File: config.mk
export PLATFORM = sky130hd
export DESIGN_NAME = celement_sync_merge_rx
export DESIGN_NICKNAME = d
export VERILOG_FILES = /design/src/rtl/celement_rx_pkg.sv /design/src/rtl/celement_rx_chan.sv /design/src/rtl/celement_sync_merge_rx.sv
export SDC_FILE = /design/constraint.sdc
export NUM_CORES = 1
export LEC_CHECK = 0
export CAP_MARGIN = 15
export CORE_ASPECT_RATIO = 1.75
export CORE_MARGIN = 5
export CORE_UTILIZATION = 65
export CTS_BUF_LIST = sky130_fd_sc_hd__clkbuf_4
export CTS_CLUSTER_DIAMETER = 200
export DETAILED_ROUTE_END_ITERATION = 6
export DONT_BUFFER_PORTS = 1
export PLACE_DENSITY_LB_ADDON = 0.05
export SLEW_MARGIN = 20
export SYNTH_ARGS = -nofsm -noshare
export SYNTH_HDL_FRONTEND = slang
export SYNTH_SLANG_ARGS = --single-unit
File: constraint.sdc
create_clock -name CLK -period 2.6 [get_ports CLK]
set_input_delay 0.65 -clock CLK [delete_from_list [all_inputs] [get_ports CLK]]
set_output_delay 0.65 -clock CLK [all_outputs]
set_load 0.005 [all_outputs]
File: src/rtl/celement_rx_pkg.sv
`default_nettype none
// ============================================================================
// Module  : celement_rx_pkg
// Brief   : Shared types and constants for the C-element pipeline receiver.
// Revision: 1.0 - initial release
// ============================================================================
package celement_rx_pkg;

   localparam int DW_DEFAULT          = 8;
   localparam int DEPTH_DEFAULT       = 4;
   localparam int SYNC_STAGES_DEFAULT = 2;

   localparam logic SRC_A = 1'b0;
   localparam logic SRC_B = 1'b1;

   // ACKH is the only state with bit 1 set, so the acknowledge is a single flop bit
   typedef enum logic [1:0] {
      IDLE = 2'b00,
      CAPT = 2'b01,
      ACKH = 2'b10
   } chan_state_e;

endpackage
`default_nettype wire

File: src/rtl/celement_rx_chan.sv
`default_nettype none
// ============================================================================
// Module  : celement_rx_chan
// Brief   : One 4-phase SEND/ACK channel: SEND synchronizer, bundled-data
//           holding register and IDLE/CAPT/ACKH handshake FSM.
// Revision: 1.0 - initial release
// ============================================================================
module celement_rx_chan
   import celement_rx_pkg::*;
#(
   parameter int DW          = DW_DEFAULT,
   parameter int SYNC_STAGES = SYNC_STAGES_DEFAULT
) (
   input  logic          clk,
   input  logic          rst,
   input  logic          send,
   input  logic [DW-1:0] din,
   output logic          ack,
   output logic          wr_req,
   input  logic          wr_gnt,
   output logic [DW-1:0] data
);

   logic [SYNC_STAGES-1:0] r_sync;
   logic                   w_ssend;
   chan_state_e            r_state;
   chan_state_e            w_next;
   logic [DW-1:0]          r_data;

   always_ff @(posedge clk or posedge rst) begin
      if (rst) begin
         r_sync <= '0;
      end else begin
         r_sync <= {r_sync[SYNC_STAGES-2:0], send};
      end
   end

   assign w_ssend = r_sync[SYNC_STAGES-1];

   always_ff @(posedge clk or posedge rst) begin
      if (rst) begin
         r_state <= IDLE;
      end else begin
         r_state <= w_next;
      end
   end

   always_comb begin
      w_next = r_state;
      case (r_state)
         IDLE:    if (w_ssend) w_next = CAPT;
         CAPT:    if (wr_gnt)  w_next = ACKH;
         ACKH:    if (!w_ssend) w_next = IDLE;
         default: w_next = IDLE;
      endcase
   end

   always_comb begin
      ack    = (r_state == ACKH);
      wr_req = (r_state == CAPT);
   end

   // Bundled data is stable while SEND is high, so capture on the IDLE->CAPT edge
   always_ff @(posedge clk or posedge rst) begin
      if (rst) begin
         r_data <= '0;
      end else if ((r_state == IDLE) && w_ssend) begin
         r_data <= din;
      end
   end

   assign data = r_data;

   // Upstream may not withdraw SEND before it has been acknowledged
   a_send_held_in_capt : assert property (
      @(posedge clk) disable iff (rst) (r_state == CAPT) |-> w_ssend
   );

endmodule
`default_nettype wire

File: src/rtl/celement_sync_merge_rx.sv
`default_nettype none
// ============================================================================
// Module  : celement_sync_merge_rx
// Brief   : Clocked receiver merging the main and copy C-element channels
//           through a round-robin arbiter into a valid/ready FIFO.
//           Optional TOKCNT output with macro CELEMENT_RX_TOKCNT_EN.
// Revision: 1.0 - initial release
// ============================================================================
module celement_sync_merge_rx
   import celement_rx_pkg::*;
#(
   parameter int DW          = DW_DEFAULT,
   parameter int DEPTH       = DEPTH_DEFAULT,
   parameter int SYNC_STAGES = SYNC_STAGES_DEFAULT
) (
   input  logic          CLK,
   input  logic          RESET,
   input  logic          SENDIN_A,
   input  logic [DW-1:0] DATAIN_A,
   output logic          ACKOUT_A,
   input  logic          SENDIN_B,
   input  logic [DW-1:0] DATAIN_B,
   output logic          ACKOUT_B,
   output logic          OUT_VALID,
   input  logic          OUT_READY,
   output logic [DW-1:0] OUT_DATA,
   output logic          OUT_SRC,
   output logic          FULL
`ifdef CELEMENT_RX_TOKCNT_EN
   ,
   output logic [15:0]   TOKCNT
`endif
);

   localparam int c_AW = $clog2(DEPTH);

   logic          w_req_a, w_req_b;
   logic          w_gnt_a, w_gnt_b;
   logic [DW-1:0] w_data_a, w_data_b;
   logic          w_wr, w_pop, w_full, w_empty;
   logic          w_wsrc;
   logic [DW-1:0] w_wdata;
   logic          r_rr;
   logic [c_AW:0] r_wr_ptr, r_rd_ptr;
   logic [DW:0]   r_mem [DEPTH];

   celement_rx_chan #(
      .DW          (DW),
      .SYNC_STAGES (SYNC_STAGES)
   ) u_chan_a (
      .clk    (CLK),
      .rst    (RESET),
      .send   (SENDIN_A),
      .din    (DATAIN_A),
      .ack    (ACKOUT_A),
      .wr_req (w_req_a),
      .wr_gnt (w_gnt_a),
      .data   (w_data_a)
   );

   celement_rx_chan #(
      .DW          (DW),
      .SYNC_STAGES (SYNC_STAGES)
   ) u_chan_b (
      .clk    (CLK),
      .rst    (RESET),
      .send   (SENDIN_B),
      .din    (DATAIN_B),
      .ack    (ACKOUT_B),
      .wr_req (w_req_b),
      .wr_gnt (w_gnt_b),
      .data   (w_data_b)
   );

   // FULL comes from registered pointers, so a same-cycle pop cannot free a slot
   assign w_gnt_a = !w_full && w_req_a && (!w_req_b || (r_rr == SRC_A));
   assign w_gnt_b = !w_full && w_req_b && (!w_req_a || (r_rr == SRC_B));
   assign w_wr    = w_gnt_a || w_gnt_b;
   assign w_wsrc  = w_gnt_b ? SRC_B : SRC_A;
   assign w_wdata = w_gnt_b ? w_data_b : w_data_a;

   always_ff @(posedge CLK or posedge RESET) begin
      if (RESET) begin
         r_rr <= SRC_A;
      end else if (w_wr) begin
         r_rr <= w_gnt_a ? SRC_B : SRC_A;
      end
   end

   assign w_empty = (r_wr_ptr == r_rd_ptr);
   assign w_full  = (r_wr_ptr[c_AW] != r_rd_ptr[c_AW]) &&
                    (r_wr_ptr[c_AW-1:0] == r_rd_ptr[c_AW-1:0]);
   assign w_pop   = !w_empty && OUT_READY;

   always_ff @(posedge CLK or posedge RESET) begin
      if (RESET) begin
         r_wr_ptr <= '0;
         r_rd_ptr <= '0;
      end else begin
         if (w_wr)  r_wr_ptr <= r_wr_ptr + (c_AW+1)'(1);
         if (w_pop) r_rd_ptr <= r_rd_ptr + (c_AW+1)'(1);
      end
   end

   always_ff @(posedge CLK or posedge RESET) begin
      if (RESET) begin
         for (int i = 0; i < DEPTH; i++) begin
            r_mem[i] <= '0;
         end
      end else if (w_wr) begin
         r_mem[r_wr_ptr[c_AW-1:0]] <= {w_wsrc, w_wdata};
      end
   end

   assign OUT_VALID           = !w_empty;
   assign {OUT_SRC, OUT_DATA} = r_mem[r_rd_ptr[c_AW-1:0]];
   assign FULL                = w_full;

`ifdef CELEMENT_RX_TOKCNT_EN
   logic [15:0] r_tokcnt;

   always_ff @(posedge CLK or posedge RESET) begin
      if (RESET) begin
         r_tokcnt <= '0;
      end else if (w_wr) begin
         r_tokcnt <= r_tokcnt + 16'd1;
      end
   end

   assign TOKCNT = r_tokcnt;
`else
   // Token counter not built in this configuration
`endif

endmodule
`default_nettype wire

==> summary.md, run 1 <==
| Metric | Value |
|---|---|
| Setup TNS | `0 ps` |
| Total GRT Usage | `19.4%` |
| #FFs+latches synth | `67` |
| Post-synthesis xor/xnor area fraction | `2.06%` |
| Worst setup startpoint | `r_wr_ptr[0]` |
| Initial antenna violation count | `0` |
| Final Skew | `16.2 ps` |
| Dpl hpwl | `3.77 mm` |
| Max-Cap Viols | `0` |
| Worst skew pair latency | `410 ps` |
| Drt first-iter violations | `30` |
| Synth Area in Adders | `2.10%` |
| Status | `finished, final reports clean` |
| CTS clk-pin slew, worst paths | `100 ps` |
| CTS root buf | `clkbuf_4` |
| Cell Area, Synth | `0.00298 sq mm` |
| Cts bufs inserted | `9` |
| Worst Hold Class | `in2async` |
| Pins Over Slew Limit | `0` |
| Synth Net Count | `213` |
| Starting Density | `67.0%` |
| Site Rows | `32` |
| Clk buf depth | `2` |
| CTS tree | `built` |
| Core Region | `0.00444 sq mm` |
| Setup bufs post-CTS | `0` |
| WL final | `5.12 mm` |
| Async SR Flop Fraction | `100%` |
| Unrepaired setup endpoints after global routing | `no` |
| Syn Inst Count | `187` |
| Crit-path max FO | `10` |
| Startpoint Class | `register` |
| Seq/Total Area, Yosys | `56.3%` |
| Vias in the first global route | `1739` |
| Layout net count | `222` |
| LEAKAGE | `1.39 nW` |
| Post-synthesis mux area share | `29.7%` |
| Worst reg2reg path startpoint | `r_wr_ptr[0]` |
| Worst setup EP type | `output pin` |
| Resized Gates After CTS | `0` |
| Slew headroom | `47.0%` |
| CP arrival | `1670 ps` |
| Worst Path Buf+Inv | `1` |
| Area fraction in compound gates after synthesis | `3.15%` |
| Area Growth Syn to Fin | `6.64%` |
| Cell family with most CP delay | `flip-flops` |
| Pwr Total | `4.50 mW` |
| Vias | `1545` |
| Ports | `34` |
| Critical Path RT | `1950 ps` |
| Post-layout min period | `2320 ps` |
| Kind of critical path | `reg2out` |
| Worst-Margin Slew | `791 ps` |
| GR Overflow Total | `0` |
| Wire per inst | `20.3 microns` |
| Combinational family with the most area after synthesis | `multiplexers` |
| Post-DRT Antenna Nets | `0` |
| TritonRoute pass-1 iters | `4` |
| Worst path slowest cell | `dfrtp_1` |
| Avg Cell Area, Syn | `15.9 sq um` |
| Final Hold Violating Endpoints | `0` |
| Worst vdd ir | `0.953 mV` |
| Most used DFF post-synth | `dfrtp_1` |
| Largest net degree at the start of global routing | `41` |
| Critical path's largest stage delay | `460 ps` |
| DIE AREA | `0.00609 sq mm` |
| Number of I/O port buffers | `0` |
| Number of diodes | `0` |
| Clock Sinks | `67` |
| Via-per-instance ratio | `6.13` |
| Synth Area in Simple Gates | `4.92%` |
| CP cell instances | `xnor2_1 -> nand3b_1 -> inv_1` |
| Die Ht | `99.5 microns` |
| Placed instance area | `0.00304 sq mm` |
| Final instance area | `0.00318 sq mm` |
| Final Cycle Share | `89.4%` |
| Layout cells sized above 1 | `46.8%` |
| Highest clock rate | `430 MHz` |
| Hold buffers post-CTS | `0` |
| Remaining DRCs | `0` |
| Global-route wire length before repair | `8.49 mm` |
| Die X | `61.2 microns` |
| PwrDens | `1420 mW/mm^2` |
| H-tree depth | `3` |
| Gpl congestion | `0.804` |
| Post-synth cell types | `28` |
| Post-synth EDFFs | `0` |
| Syn. warnings | `0` |
| Final setup vio count | `0` |
cells by family after synthesis:
kind of cell               after synthesis
DFF                                     67
buffers and inverters                   10
AOI/OAI and AO/OA                       12
xor gates and xnor gates                 7
and+or+nand+nor                         19
muxes                                   67
adders and majority gates                5
routing by layer:
| layer | share of wire, % | wire [microns] | global-route usage, % | vias up |
|---|---|---|---|---|
| li1 | - | - | - | 699 |
| met1 | 39 | 2010 | 22.7 | 798 |
| met2 | 53 | 2720 | 31.1 | 37 |
| met3 | 4.6 | 237 | 6.23 | 11 |
| met4 | 3.0 | 152 | 9.52 | 0 |
| met5 | 0 | 0 | 0 | - |
synthesized netlist by cell type (all sizes together), types with 2 or more instances:
library cell | count | area [sq um]
nand2 | 3 | 11.3
a22o | 5 | 43.8
mux2 | 58 | 683
dfrtp | 67 | 1680
nand2b | 2 | 20.0
o21bai | 2 | 15.0
nor3b | 2 | 25.0
ha | 5 | 62.6
xnor2 | 7 | 61.3
inv | 5 | 18.8
buf | 4 | 28.8
nor2b | 3 | 18.8
nand3 | 6 | 50.1
mux4 | 9 | 203
layout by cell type (no fill, tap or decap):
cell        count
buf_12          1
mux4_2          9
xnor2_1         7
clkinv_2        3
a22o_1          5
buf_4           2
and2b_1         1
nand3_2         4
inv_2           1
nor2b_1         3
dfrtp_1        67
a21oi_1         1
a31o_2          1
and2_1          1
clkinvlp_4      1
mux2_2         50
a31oi_1         1
nand3b_1        1
o21a_1          1
nand2b_4        1
mux2_4          8
nand3_1         2
a21boi_0        1
inv_1           4
bufinv_16       1
clkbuf_4       10
nor3b_2         2
o21bai_1        2
ha_1            5
nand2_1         3
nand2b_1        1
clkinv_1        1
worst reg2reg max path, delay by kind of cell (launching register included):
kind	cells	cell delay, ps
flops	1	460
mux	1	380
xor+xnor	1	240
simple gates	2	810
metrics by stage:
step	cells	hold WS (ps)	utilization [%]	worst slack, ps
after floorplan	187	331	-	267
after global placement	236	338	68.5	719
after detailed placement	236	343	68.5	633
after CTS	252	183	71.5	274
after global routing	252	203	71.5	162
final	252	188	71.5	276
worst paths after layout:
path                                      endpoint  slack [ps]  cells past startpoint
worst max register to register            r_mem[7]         600                      4
worst min register to register  u_chan_b.r_sync[1]         360                      0
worst max-delay path                          FULL         280                      3
max in group asynchronous         u_chan_b.data[5]        1810                      2
min in group CLK                u_chan_a.r_sync[0]         280                      0
worst min-delay path              u_chan_b.data[2]         190                      1
report_power, final:
part           leakage (nW)  switching, mW  internal [mW]
Sequential            0.798          0.316           1.56
Combinational         0.521          0.856           1.12
Clock                0.0736          0.348          0.296
cell type report:
| class | instances | area [sq um] |
|---|---|---|
| multi-input cells | 110 | 1250 |
| well taps | 51 | 63.8 |
| repair buffers | 3 | 35.0 |
| flip-flops and latches | 67 | 1680 |
| clock buffers | 10 | 75.1 |
| clock inverters | 6 | 56.3 |
| fillers | 304 | 1270 |
| inverters | 5 | 18.8 |
flip-flops by register name, indices dropped and copies added, names as in the netlist:
| register | flops |
|---|---|
| r_rr | 1 |
| u_chan_a.data | 8 |
| r_rd_ptr | 3 |
| u_chan_b.data | 8 |
| r_wr_ptr | 3 |
| u_chan_b.r_sync | 2 |
| u_chan_b.r_state | 2 |
| r_mem | 36 |
| u_chan_a.r_state | 2 |
| u_chan_a.r_sync | 2 |
(Power assumes the default switching activity.)
==> run 2, diff against run 1 <==
==> constraint.sdc (replaced) <==
create_clock -name CLK -period 2.5 [get_ports CLK]
set_input_delay 0.625 -clock CLK [delete_from_list [all_inputs] [get_ports CLK]]
set_output_delay 0.625 -clock CLK [all_outputs]
set_load 0.005 [all_outputs]
==> run 2 against run 1 <==
Net effect: first-iteration DRC count up 87%; sequential power up 4%; via count up 1.7%; non-clock buffer count unchanged; worst hold slack worse by 26 ps.
==> summary.md, run 2 (synthesis results as in run 1) <==
| Metric | Value |
|---|---|
| Final design utilization | `72.2% (was 71.5%)` |
| Worst setup startpoint | `r_wr_ptr[0] (unchanged)` |
| Largest net degree at the start of global routing | `41 (unchanged)` |
| Vias in the first global route | `1774 (was 1739)` |
| Starting Density | `67.0% (unchanged)` |
| Ports | `34 (unchanged)` |
| Crit-path max FO | `10 (unchanged)` |
| Placed cells | `236 (unchanged)` |
| CTS tree | `built (unchanged)` |
| Number of diodes | `0 (unchanged)` |
| Flop2flop setup slack | `480 ps (was 600 ps)` |
| Final Skew | `13.6 ps (was 16.2 ps)` |
| Clock Sinks | `67 (unchanged)` |
| Most common cell after layout, fill and taps aside | `dfrtp_1 (unchanged)` |
| Final WS setup | `219 ps (was 276 ps)` |
| Initial antenna violation count | `0 (unchanged)` |
| Setup TNS | `0 ps (unchanged)` |
| Worst setup path endpoint | `FULL (unchanged)` |
| Clk buf depth | `2 (unchanged)` |
| Worst skew pair latency | `400 ps (was 410 ps)` |
| Setup bufs post-CTS | `0 (unchanged)` |
| Clock power share | `16.7% (was 14.3%)` |
| Logic pwr share | `43.2% (was 44.0%)` |
| Die X | `61.2 microns (unchanged)` |
| H-tree depth | `3 (unchanged)` |
| Worst reg2reg path startpoint | `r_wr_ptr[0] (unchanged)` |
| Placed instance area | `0.00304 sq mm (unchanged)` |
| Worst-Margin Slew | `723 ps (was 791 ps)` |
| DIE AREA | `0.00609 sq mm (unchanged)` |
| Post-Layout Cell Count | `252 (unchanged)` |
| Remaining DRCs | `0 (unchanged)` |
| Kind of critical path | `reg2out (unchanged)` |
| Startpoint Class | `register (unchanged)` |
| CP arrival | `1660 ps (was 1670 ps)` |
| WL final | `5.35 mm (was 5.12 mm)` |
| Place WS | `515 ps (was 633 ps)` |
| CTS root buf | `clkbuf_4 (unchanged)` |
| RR Endpoint | `r_mem[6] (was r_mem[7])` |
| Dpl hpwl | `3.90 mm (was 3.77 mm)` |
| Vias | `1571 (was 1545)` |
| FILL cells | `297 (was 304)` |
| TritonRoute pass-1 iters | `4 (unchanged)` |
| Worst setup EP type | `output pin (unchanged)` |
| Hold buffers post-CTS | `0 (unchanged)` |
| Final Hold Violating Endpoints | `0 (unchanged)` |
| PwrDens | `1510 mW/mm^2 (was 1420 mW/mm^2)` |
| Slew headroom | `51.6% (was 47.0%)` |
| Status | `finished, final reports clean (unchanged)` |
| Sw power | `1.61 mW (was 1.52 mW)` |
| Most frequent cells in the layout | `dfrtp_1, mux2_2, clkbuf_4 (unchanged)` |
| Drt first-iter violations | `56 (was 30)` |
| Layout net count | `222 (unchanged)` |
| Worst r2r path cells | `4 (unchanged)` |
| Site Rows | `32 (unchanged)` |
| Wire per inst | `21.2 microns (was 20.3 microns)` |
| Post-DRT Antenna Nets | `0 (unchanged)` |
| Max reg flops | `36 (unchanged)` |
| Global-route wire length before repair | `8.87 mm (was 8.49 mm)` |
| Post-layout min period | `2280 ps` |
| Number of I/O port buffers | `0 (unchanged)` |
| Unrepaired setup endpoints after global routing | `no (unchanged)` |
| LEAKAGE | `1.41 nW (was 1.39 nW)` |
| Pins Over Slew Limit | `0 (unchanged)` |
| Cts bufs inserted | `9 (unchanged)` |
| Final instance area | `0.00321 sq mm (was 0.00318 sq mm)` |
| Worst Hold Class | `in2async (unchanged)` |
| Biggest register | `r_mem (unchanged)` |
| Internal power | `3.25 mW (was 2.98 mW)` |
| Seq pwr share | `40.1% (was 41.6%)` |
| Net Sw Frac | `33.0% (was 33.8%)` |
| Die Ht | `99.5 microns (unchanged)` |
| Core Region | `0.00444 sq mm (unchanged)` |
| Critical Path RT | `1880 ps (was 1950 ps)` |
| Total GRT Usage | `20.2% (was 19.4%)` |
| GR Overflow Total | `0 (unchanged)` |
| Highest clock rate | `438 MHz` |
| Gpl congestion | `0.753 (was 0.804)` |
| Worst vdd ir | `0.927 mV (was 0.953 mV)` |
| Area Growth Syn to Fin | `7.77% (was 6.64%)` |
| Max-Cap Viols | `0 (unchanged)` |
| Via-per-instance ratio | `6.23 (was 6.13)` |
| Resized Gates After CTS | `0 (unchanged)` |
| Final setup vio count | `0 (unchanged)` |
| Final Cycle Share | `91.2%` |
| CTS clk-pin slew, worst paths | `100 ps (about the same)` |
| Layout cells sized above 1 | `47.3% (was 46.8%)` |
run 2: stage by stage:
step           total power, mW  hold WS [ps]
2_1_floorplan             3.63           331
3_3_place_gp              3.94           336
3_5_place_dp              4.10           337
4_1_cts                   4.93           162
5_1_grt                   5.20           170
6_report                  4.86           162
run 2: layout make-up:
class / count / area [sq um] / share of cell area [%]
timing repair buffer: 3 / 35.0 / 1.09
inverter: 5 / 18.8 / 0.585
sequential: 67 / 1680 / 52.2
clock buffer: 14 / 105 / 3.27
clock inverter: 2 / 60.1 / 1.87
tap: 51 / 63.8 / 1.99
multi-input combinational: 110 / 1250 / 38.9
run 2: worst max-delay path: stages, from the launching register on:
cell      delay [ps]
dfrtp_1          470
xnor2_1          220
nand3b_1         390
inv_1            180
run 2: power by group through the flow:
stage                     sequential, mW  combinational [mW]  clock (mW)
after floorplan                     1.85                1.78           0
after global placement              1.92                2.02           0
after detailed placement            1.97                2.13           0
after CTS                           1.95                2.14       0.834
after global routing                2.02                2.29       0.884
final                               1.95                2.10       0.810
run 2: worst min-delay path by stage:
stage,start,end,slack (ps),depth (start not counted)
6_report,RESET,u_chan_a.r_state[1],160,1
5_1_grt,RESET,u_chan_a.r_state[1],170,1
4_1_cts,RESET,u_chan_a.r_state[1],160,1
3_5_place_dp,u_chan_b.r_sync[0],u_chan_b.r_sync[1],340,0
3_3_place_gp,u_chan_b.r_sync[0],u_chan_b.r_sync[1],340,0
2_1_floorplan,u_chan_a.r_sync[0],u_chan_a.r_sync[1],330,0
run 2: per-layer routing:
layer,track usage [%],wire length (microns),up-vias
li1,-,-,699
met1,24.8,2150,823
met2,31.6,2820,37
met3,5.97,222,12
met4,10.0,155,0
met5,0,0,-
==> run 3, diff against run 2 <==
--- a/config.mk
+++ b/config.mk
@@ -9,7 +9,7 @@
 export CORE_ASPECT_RATIO = 1.75
 export CORE_MARGIN = 5
 export CORE_UTILIZATION = 65
-export CTS_BUF_LIST = sky130_fd_sc_hd__clkbuf_4
+export CTS_BUF_LIST = sky130_fd_sc_hd__clkbuf_2
 export CTS_CLUSTER_DIAMETER = 200
 export DETAILED_ROUTE_END_ITERATION = 6
 export DONT_BUFFER_PORTS = 1
==> run 3 against run 2 <==
Net effect: clock skew up 18 ps; clock-buffer cell count unchanged; power down 0.88%; clock power down 12%; non-clock buffer count up 3; worst hold slack worse by 130 ps; core utilization down 0.28 points; maximum frequency down 4.2%; critical path type unchanged; critical endpoint is now OUT_DATA[0].
==> summary.md, run 3 (synthesis results as in run 1) <==
| Metric | Value |
|---|---|
| FILL cells | `297 (unchanged)` |
| Pins Over Slew Limit | `0 (unchanged)` |
| Global-route wire length before repair | `8.80 mm (was 8.87 mm)` |
| Worst-Margin Slew | `723 ps (about the same)` |
| Remaining DRCs | `0 (unchanged)` |
| Wire per inst | `21.4 microns (was 21.2 microns)` |
| Final Hold Violating Endpoints | `0 (unchanged)` |
| Area Growth Syn to Fin | `7.35% (was 7.77%)` |
| Crit-path max FO | `11 (was 10)` |
| Met3 Use GR | `5.97% (unchanged)` |
| Gpl congestion | `0.753 (unchanged)` |
| Post-DRT Antenna Nets | `0 (unchanged)` |
| Multi-input logic area | `0.00125 sq mm (unchanged)` |
| Post-layout min period | `2380 ps (was 2280 ps)` |
| GR Overflow Total | `0 (unchanged)` |
| Die X | `61.2 microns (unchanged)` |
| Worst reg2reg path startpoint | `u_chan_b.r_state[0] (was r_wr_ptr[0])` |
| Number of I/O port buffers | `0 (unchanged)` |
| Final Skew | `31.2 ps (was 13.6 ps)` |
| Starting Density | `67.0% (unchanged)` |
| Drt first-iter violations | `74 (was 56)` |
| CTS tree | `built (unchanged)` |
| Kind of critical path | `reg2out (unchanged)` |
| Worst vdd ir | `0.912 mV (was 0.927 mV)` |
| Hold slack | `28.7 ps (was 162 ps)` |
| Flop2flop setup slack | `500 ps (was 480 ps)` |
| Final setup vio count | `0 (unchanged)` |
| WL final | `5.46 mm (was 5.35 mm)` |
| H-tree depth | `3 (unchanged)` |
| Status | `finished, final reports clean (unchanged)` |
| Initial antenna violation count | `0 (unchanged)` |
| Worst skew pair latency | `510 ps (was 400 ps)` |
| Final WS setup | `119 ps (was 219 ps)` |
| Max-Cap Viols | `0 (unchanged)` |
| Setup TNS | `0 ps (unchanged)` |
| Unrepaired setup endpoints after global routing | `no (unchanged)` |
| Layout cells sized above 1 | `48.0% (was 47.3%)` |
| M2 GR Usage | `32.0% (was 31.6%)` |
| TritonRoute pass-1 iters | `6 (was 4)` |
| Via-per-instance ratio | `6.13 (was 6.23)` |
| Highest clock rate | `420 MHz (was 438 MHz)` |
| CTS root buf | `clkbuf_2 (was clkbuf_4)` |
| Worst r2r path cells | `4 (unchanged)` |
| Pwr Total | `4.82 mW (was 4.86 mW)` |
| Largest net degree at the start of global routing | `41 (unchanged)` |
| Die Ht | `99.5 microns (unchanged)` |
| Dpl hpwl | `3.90 mm (unchanged)` |
| CP arrival | `1760 ps (was 1660 ps)` |
| Cts bufs inserted | `9 (unchanged)` |
| Vias | `1562 (was 1571)` |
| Busiest grt layer | `met2 (unchanged)` |
| Layout net count | `225 (was 222)` |
| CTS clk-pin slew, worst paths | `190 ps (was 100 ps)` |
| Site Rows | `32 (unchanged)` |
| DIE AREA | `0.00609 sq mm (unchanged)` |
| Worst setup EP type | `output pin (unchanged)` |
| Clock Sinks | `67 (unchanged)` |
| Clk buf depth | `2 (unchanged)` |
| Register Area | `0.00168 sq mm (unchanged)` |
| RR Endpoint | `r_mem[33] (was r_mem[6])` |
| Met1 usage | `24.1% (was 24.8%)` |
| Core Region | `0.00444 sq mm (unchanged)` |
| Place WS | `515 ps (unchanged)` |
| Final Cycle Share | `95.2% (was 91.2%)` |
| LEAKAGE | `1.42 nW (was 1.41 nW)` |
| Hold buffers post-CTS | `0 (unchanged)` |
| Number of diodes | `0 (unchanged)` |
| Vias in the first global route | `1777 (was 1774)` |
| Slew headroom | `51.6% (about the same)` |
| Ports | `34 (unchanged)` |
| PwrDens | `1510 mW/mm^2 (about the same)` |
| Total GRT Usage | `20.2% (about the same)` |
| Biggest register | `r_mem (unchanged)` |
| Startpoint Class | `register (unchanged)` |
| Max reg flops | `36 (unchanged)` |
| Critical Path RT | `1880 ps (about the same)` |
| Worst Hold Class | `in2async (unchanged)` |
| Resized Gates After CTS | `0 (unchanged)` |
| Most frequent cells in the layout | `dfrtp_1, mux2_2, clkbuf_2 (was dfrtp_1, mux2_2, clkbuf_4)` |
| Setup bufs post-CTS | `0 (unchanged)` |
| Most common cell after layout, fill and taps aside | `dfrtp_1 (unchanged)` |
[run 3: cell count changes in the layout (fill, tap and decap cells not counted)]
| cell | delta |
|---|---|
| clkbuf_4 | -14 |
| buf_4 | +3 |
| clkbuf_2 | +14 |
[run 3: worst max-delay path by stage]
stage / start / end / slack [ps] / depth (start not counted)
after global placement: r_wr_ptr[0] / r_mem[3] / 590 / 4
after detailed placement: u_chan_b.r_state[0] / r_mem[2] / 520 / 4
final: r_rd_ptr[0] / OUT_DATA[0] / 120 / 2
after floorplan: RESET / r_mem[0] / 190 / 1
after global routing: r_rd_ptr[0] / OUT_DATA[0] / 20 / 2
after CTS: r_wr_ptr[0] / FULL / 70 / 3
[run 3: cell type report]
| class | instances | share of cell area, % |
|---|---|---|
| tap | 51 | 2.00 |
| sequential | 67 | 52.4 |
| clock buffer | 14 | 2.19 |
| inverter | 5 | 0.587 |
| clock inverter | 2 | 1.88 |
| multi-input combinational | 110 | 39.1 |
| timing repair buffer | 6 | 1.80 |
[run 3: power breakdown]
| group | internal (mW) | switching, mW |
|---|---|---|
| logic | 1.21 | 0.948 |
| clock network | 0.354 | 0.355 |
| registers | 1.61 | 0.332 |
| total | 3.18 | 1.63 |
[run 3: critical path, cell delays in order (launching register included)]
cell     delay [ps]
dfrtp_1         400
buf_4           250
mux4_2          580
[run 3: through the flow]
| step | utilization [%] | instance area [sq um] | std cells |
|---|---|---|---|
| 6_report | 71.9 | 3200 | 255 |
| 3_5_place_dp | 68.5 | 3040 | 236 |
| 4_1_cts | 71.4 | 3170 | 252 |
| 3_3_place_gp | 68.5 | 3040 | 236 |
| 5_1_grt | 71.9 | 3200 | 255 |
| 2_1_floorplan | - | 2980 | 187 |
[run 3: layer usage]
metal  vias to the layer above  wire [microns]
met5                         -               0
met3                        12             280
met2                        42            2900
li1                        701               -
met4                         0             142
met1                       807            2130
